File: src/rtl/branch_predictor.sv
// Dynamic branch predictor: BTB plus 2-bit PHT with optional gshare history.
// IF gets a same-cycle next-PC guess; EX resolution trains tables and flags mispredictions.
module branch_predictor #(
  parameter int ENTRIES = 64,
  parameter int XLEN    = 32,
  parameter int HIST_W  = 0,
  parameter int CNT_W   = 32
) (
  input  logic                                clk,
  input  logic                                reset,
  input  logic                                if_valid,
  input  logic [XLEN-1:0]                     if_pc,
  output logic                                pred_hit,
  output logic                                pred_taken,
  output logic [XLEN-1:0]                     pred_npc,
  output logic [((HIST_W > 0) ? HIST_W : 1)-1:0] pred_ghr,
  input  logic                                upd_valid,
  input  logic [XLEN-1:0]                     upd_pc,
  input  logic                                upd_is_branch,
  input  logic                                upd_is_jump,
  input  logic                                upd_taken,
  input  logic [XLEN-1:0]                     upd_target,
  input  logic                                upd_pred_taken,
  input  logic [XLEN-1:0]                     upd_pred_npc,
  input  logic [((HIST_W > 0) ? HIST_W : 1)-1:0] upd_ghr,
  input  logic                                inv_all,
  output logic                                mispredict,
  output logic [CNT_W-1:0]                    br_cnt,
  output logic [CNT_W-1:0]                    miss_cnt
);

  localparam int IDX_W = $clog2(ENTRIES);
  localparam int TAG_W = XLEN - IDX_W - 2;
  localparam int GW    = (HIST_W > 0) ? HIST_W : 1;

  logic             btb_valid [ENTRIES];
  logic [TAG_W-1:0] btb_tag   [ENTRIES];
  logic [XLEN-1:0]  btb_tgt   [ENTRIES];
  logic             btb_jmp   [ENTRIES];
  logic [1:0]       pht       [ENTRIES];
  logic [GW-1:0]    ghr;

  logic [IDX_W-1:0] lk_idx, lk_pidx, up_idx, up_pidx;
  logic [TAG_W-1:0] lk_tag, up_tag;
  logic             up_ctrl;
  logic             unused_ok;

  // History is folded into the PHT index only in gshare mode.
  function automatic logic [IDX_W-1:0] hist_ext(input logic [GW-1:0] h);
    if (HIST_W == 0) return '0;
    return IDX_W'(h);
  endfunction

  assign lk_idx  = if_pc[IDX_W+1:2];
  assign lk_tag  = if_pc[XLEN-1:IDX_W+2];
  assign lk_pidx = lk_idx ^ hist_ext(ghr);
  assign up_idx  = upd_pc[IDX_W+1:2];
  assign up_tag  = upd_pc[XLEN-1:IDX_W+2];
  assign up_pidx = up_idx ^ hist_ext(upd_ghr);
  assign up_ctrl = upd_is_branch | upd_is_jump;

  assign unused_ok = ^{if_pc[1:0], upd_pc[1:0]};

  always_comb begin
    pred_hit   = if_valid & btb_valid[lk_idx] & (btb_tag[lk_idx] == lk_tag);
    pred_taken = pred_hit & (btb_jmp[lk_idx] | pht[lk_pidx][1]);
    pred_npc   = pred_taken ? btb_tgt[lk_idx] : (if_pc + XLEN'(4));
    pred_ghr   = ghr;
  end

  assign mispredict = upd_valid & up_ctrl &
                      ((upd_pred_taken != upd_taken) |
                       (upd_taken & (upd_pred_npc != upd_target)));

  always_ff @(posedge clk or negedge reset) begin
    if (!reset) begin
      for (int i = 0; i < ENTRIES; i++) begin
        btb_valid[i] <= 1'b0;
        pht[i]       <= 2'b01;
      end
      ghr      <= '0;
      br_cnt   <= '0;
      miss_cnt <= '0;
    end else begin
      if (upd_valid && upd_is_branch) begin
        if (upd_taken && pht[up_pidx] != 2'b11)
          pht[up_pidx] <= pht[up_pidx] + 2'b01;
        else if (!upd_taken && pht[up_pidx] != 2'b00)
          pht[up_pidx] <= pht[up_pidx] - 2'b01;
        if (HIST_W > 0)
          ghr <= GW'({ghr, upd_taken});
      end
      if (upd_valid && up_ctrl && upd_taken)
        btb_valid[up_idx] <= 1'b1;
      if (upd_valid && up_ctrl)
        br_cnt <= br_cnt + CNT_W'(1);
      if (mispredict)
        miss_cnt <= miss_cnt + CNT_W'(1);
      // Invalidation is placed last so it overrides a same-cycle BTB fill and history shift.
      if (inv_all) begin
        for (int i = 0; i < ENTRIES; i++)
          btb_valid[i] <= 1'b0;
        ghr <= '0;
      end
    end
  end

  // Tag/target/type are qualified by the valid bit, so they need no reset.
  always_ff @(posedge clk) begin
    if (upd_valid && up_ctrl && upd_taken) begin
      btb_tag[up_idx] <= up_tag;
      btb_tgt[up_idx] <= upd_target;
      btb_jmp[up_idx] <= upd_is_jump;
    end
  end

endmodule
File: config.mk
export PLATFORM = sky130hd
export DESIGN_NAME = branch_predictor
export DESIGN_NICKNAME = d
export VERILOG_FILES = /design/src/rtl/branch_predictor.sv
export SDC_FILE = /design/constraint.sdc
export NUM_CORES = 2
export LEC_CHECK = 0
export ABC_AREA = 0
export CELL_PAD_IN_SITES_DETAIL_PLACEMENT = 0
export CELL_PAD_IN_SITES_GLOBAL_PLACEMENT = 1
export CORE_ASPECT_RATIO = 0.75
export CORE_MARGIN = 2
export CORE_UTILIZATION = 55
export CTS_CLUSTER_DIAMETER = 50
export DETAILED_ROUTE_END_ITERATION = 8
export PLACE_DENSITY_LB_ADDON = 0.2
export SYNTH_ARGS = -nofsm -noshare
export SYNTH_HDL_FRONTEND = slang
export SYNTH_SLANG_ARGS = --single-unit
File: constraint.sdc
create_clock -name clk -period 8.27 [get_ports clk]
set_input_delay 1.2405 -clock clk [delete_from_list [all_inputs] [get_ports clk]]
set_output_delay 1.2405 -clock clk [all_outputs]
set_load 0.03 [all_outputs]
## Word-level counts from Yosys, hierarchy flattened

Memory sizes are Yosys's and may differ from the RTL's.
Index checks and enable logic that the tools add are counted.
W data, S select, Z words.

- Bits in latches: 0
- Memory bits (writable): 3648
- Memories kept: 3
- Input port bits: 138
- Flip-flop bits (word level): 256
- Word-level logic and storage cells: 190
- Output and inout bits: 100
- ROM bits: 0

Memory list:

| name | words | bits a word | rd ports | clocked after Yosys merged registers in | wr ports | RTL line | RTL |
|---|---|---|---|---|---|---|---|
| btb_tgt | 64 | 32 | 1 | 0 | 1 | 38 | `logic [XLEN-1:0] btb_tgt [ENTRIES];` |
| btb_tag | 64 | 24 | 1 | 0 | 1 | 37 | `logic [TAG_W-1:0] btb_tag [ENTRIES];` |
| btb_jmp | 64 | 1 | 1 | 0 | 1 | 39 | `logic btb_jmp [ENTRIES];` |

- Reduce and logical (&&, ||, !) cells: 11
- Bitwise gates (word level): 12
- Eq/ne operators: 4
- Add/subtract/negate cells: 5
- Magnitude comparators: 3
- Multiplexer cells: 22
- Shift-type cells: 0
- Divide/modulo/power cells: 0
- Multipliers: 0

Operators with widths:

| kind | count |
|---|---|
| $bwmux W128 | 2 |
| $mux W128 | 2 |
| $mux W64 | 2 |
| $add A32 B1 Y32 const B | 2 |
| $or A64 B64 Y64 | 1 |
| $add A32 B3 Y32 const B | 1 |
| $mux W32 | 1 |
| $ne A32 B32 Y1 | 1 |
| $bmux W2 S6 | 2 |
| $eq A24 B24 Y1 | 1 |
| $ge A7 B7 Y1 const B | 2 |
| $not A6 Y7 | 2 |
| $demux W2 S6 | 1 |
| $mux W2 | 5 |
| $lt A7 B1 Y1 const B | 1 |
| $and A1 B1 Y1 | 6 |
| $bmux W1 S6 | 1 |
| $demux W1 S6 | 1 |
| $logic_and A1 B1 Y1 | 6 |
| $reduce_bool A2 Y1 | 3 |
| $mux W1 | 5 |
| $or A1 B1 Y1 | 3 |
| $add A2 B1 Y2 const B | 1 |
| $ne A2 B2 Y1 const B | 1 |
| 4 further kinds | 4 |

## Depth between registers and ports, before layout

- Word-level depth: 8
- Depth in mapped cells: 18

## Least setup slack after synthesis

Ideal clock, no wire load.

- Kind: input-to-output
- Start point: input port if_pc[4]
- End point: output port pred_npc[12]
- Buffers on the path: 5
- Data required time: 7030 ps
- Path slack: 2380 ps
- Stages: 14
- Arrival time: 4650 ps
- Path through: buf_2 buf_2 buf_1 buf_1 mux4_2 a22oi_1 a21oi_1 a222oi_1 xor2_1 nand4_1 nor3_2 nand4_2 buf_6 mux2i_1

- Cells in the longest elaborated chain, start to end: 8
- Elaborated cells between the ends (all ways): 17
- Classes of those cells: add/sub: 1; eq/ne: 1; mux: 7; bitwise: 5; memory: 3

Ends and longest elaborated chain:

| what | RTL line | RTL |
|---|---|---|
| start, declared | 12 | `input logic [XLEN-1:0] if_pc,` |
| parallel branches: the longest is 7 deep, another holds $mem_v2 Z64 W24 | -- |  |
| $mux W32 (*) | 67 | `pred_npc = pred_taken ? btb_tgt[lk_idx] : (if_pc + XLEN'(4));` |
| end, declared | 15 | `output logic [XLEN-1:0] pred_npc,` |

Every way passes the cells marked *. The select of a mux whose other input is x is not followed.

## Final worst setup path

- Start point: input port if_pc[2]
- End point: output port pred_npc[13]

The elaborated chain is that of the path after synthesis.

==> qor.csv <==
stage;metric;value;unit
layout;areaGrowthSynthToFinish;13.3;%
pwr;p_sw;8.97;mW
clock_network;cts_sinks;3904;
pwr;vdd_drop_max;0.199;mV
grt;track_usage;32.6;%
grt;grt_pass1_vias;76300;
clock_network;clk_path_buf_depth;4;
sta;rsz0062_at_grt;false;
pwr;power_frac_comb;5.9;%
logic_synthesis;netlist_top_cells_count;edfxtp_1, mux4_2, nor2_1, dfrtp_1, mux2i_1;
sta;hold_violations;0;
sta;holdWs;334;ps
worst_setup_path;path_max_fanout;82;
layout;instances_no_fill;11500;
grt;antenna_found_initial;35;
clock_network;cts_tree;built;
worst_setup_path;r2r-start;pht[67];
layout;fin_area;0.172;sq mm
logic_synthesis;ys_warn_count;0;
worst_setup_path;worstPathRequired;7030;ps
layout;num-fill-cells;18700;
sta;post-route-min-period;7660;ps
sta;relSlewSlack;8.74;%
pwr;seqPwrFrac;53.4;%
clock_network;ctsHtreeMaxLevel;5;
worst_setup_path;crit_start;if_pc[2];
floorplanning;core;0.275;sq mm
sta;drv_slew;0;
floorplanning;die_w;611;um
detailed_routing;vias_per_cell;6.90;
layout;drive_gt1_share;28.5;%
worst_hold_path;holdCritPathClass;primary input to asynchronous set/reset pin;
clock_network;hold_buffers;0;
grt;grt_max_degree;102;
placement;place.gp.congestion;0.849;
worst_setup_path;arrival;6420;ps
grt;grt_first_pass_wirelength;623;mm
detailed_routing;vias;79300;
layout;final_core_util;62.5;%
detailed_routing;drt-total-wl;454;mm
logic_synthesis;ys_types;70;
sta;fin_tns_setup;0;ps
placement;pre_cts_ws;755;ps
worst_setup_path;worst_setup_path_end_kind;output pin;
placement;placed_area;0.160;sq mm
logic_synthesis;syn_nets;7127;
placement;port_buffers;233;
clock_network;clk_pin_slew;70;ps
logic_synthesis;synth_seq_cells;3904;
floorplanning;rows;167;
logic_synthesis;syn-cell-area;0.152;sq mm
logic_synthesis;yosysMostFrequentCell;edfxtp_1;
logic_synthesis;synth.top_cell.area_share;72.1;%
worst_setup_path;startpoint_type;primary input;
floorplanning;fp.dieH;459;um
sta;tightest_slew;1370;ps
worst_setup_path;critPathKind;primary input to output pin;
clock_network;cts_setup_buffers;0;
floorplanning;die-area;0.280;sq mm
detailed_routing;wire_per_inst;39.5;um
detailed_routing;drtPass1Iterations;6;
placement;placed_cells;10800;
pwr;p_leak;55.3;nW
grt;grt-ovfl-total;0;
pwr;switching_share;21.9;%
sta;skew;75.8;ps
clock_network;clk_latency;930;ps
sta;min_period_over_period;92.6;%
sta;fin_ws;609;ps
logic_synthesis;yosysTopAreaCell;edfxtp_1;
logic_synthesis;postSynth.asyncResetShare;6.56;%
clock_network;cts_root_buffer;clkbuf_16;
clock_network;cts.repair.resized;0;
detailed_routing;drc;0;
logic_synthesis;synth_area_leaders;edfxtp_1, mux4_2, dfrtp_1;
pwr;total_power;40.9;mW
placement;dp_hpwl;251;mm
logic_synthesis;syn_avg_cell_area;21.7;sq um
pwr;p_per_area;238;mW/mm^2
logic_synthesis;ys_seq_area_share;76.4;%
outcome;status;completed;
job;cap_viol_max_count;0;
pwr;p_int;32.0;mW
floorplanning;ioPinCount;238;
sta;finalSetupViolations;0;
detailed_routing;ant_nets;0;
clock_network;cts_inserted_buffers;376;
logic_synthesis;synth_flop_cell;edfxtp_1;
layout;final_nets;7681;
logic_synthesis;netlist_instances;6984;
pwr;p_clk_share;40.7;%
logic_synthesis;synth_edf_count;3648;
floorplanning;initial_core_util;55.1;%
detailed_routing;drt_iter0_drc;12900;
sta;clock.fmax;131;MHz
-- critical path, stage by stage --
cell,delay (ps)
buf_16,430
buf_12,390
mux2i_1,250
o22ai_1,90
a2111oi_0,810
a2111oi_0,240
a31oi_1,760
xnor2_1,170
a2111oi_0,500
and4_1,320
nand4_4,150
buf_4,330
mux2_4,420
buf_4,180
-- sequential cells by signal (all words and copies together) (netlist names), named ones only --
signal and count:
btb_tag 1536, miss_cnt 32, br_cnt 32, btb_tgt 2048, btb_jmp 64, pht 64
btb_valid 64
-- per-layer routing --
metal / vias to the layer above / track usage [%] / wire [um]
li1: 30400 / - / -
met2: 5543 / 47.7 / 203000
met5: - / 0.257 / 214
met4: 20 / 11.7 / 18800
met1: 42500 / 48.8 / 174000
met3: 905 / 7.44 / 58500
-- power by group through the flow --
stage / combinational (mW) / sequential (mW) / clock (mW)
6_report: 2.41 / 21.9 / 16.7
3_5_place_dp: 2.39 / 22.3 / 0
2_1_floorplan: 1.26 / 22.3 / 0
3_3_place_gp: 2.35 / 22.3 / 0
4_1_cts: 2.40 / 21.9 / 16.8
5_1_grt: 2.52 / 21.9 / 17.6
-- final timing paths --
check | endpoint | slack [ps] | cells after the start
worst max-delay path | pred_npc[13] | 610 | 14
worst min-delay path | miss_cnt[14] | 330 | 1
worst max register to register | pht[97] | 4170 | 12
worst min register to register | br_cnt[31] | 470 | 1
max in group asynchronous | btb_valid[52] | 6500 | 2
min in group clk | br_cnt[31] | 470 | 1
-- layout make-up --
cell class / count / area (sq um) / area share (%)
multi-input cells: 2708 / 34500 / 20.1
flip-flops and latches: 3904 / 116000 / 67.4
clock buffers: 467 / 10100 / 5.86
repair buffers: 534 / 5120 / 2.98
inverters: 14 / 62.6 / 0.0364
well taps: 3633 / 4550 / 2.64
clock inverters: 208 / 1660 / 0.967
diodes: 17 / 42.5 / 0.0247
-- cell usage in the layout, fill, tap and decap left out, drive strengths merged, types with 33 or more instances in the layout --
master,instances
xor2,71
nor2,406
o22ai,64
nand2,134
buf,400
mux4,1023
a22oi,71
a21oi,128
mux2i,148
mux2,120
dfstp,64
xnor2,75
edfxtp,3648
clkbuf,467
clkinv,147
nor2b,33
nor3,59
nand3,67
dfrtp,192
clkdlybuf4s50,134
-- kinds of logic after synthesis --
| kind of cell | count (synthesis) | share of synthesized area (%) |
|---|---|---|
| buffers and inverters | 372 | 1.21 |
| AO/OA/AOI/OAI | 448 | 1.98 |
| XOR/XNOR | 146 | 0.842 |
| adder cells (fa/ha/maj) | 5 | 0.0412 |
| multiplexers | 1291 | 17.1 |
| flip-flops | 3904 | 76.4 |
| AND/OR/NAND/NOR | 817 | 2.41 |
| other | 1 | 0.00247 |
(Power assumes the default switching activity.)
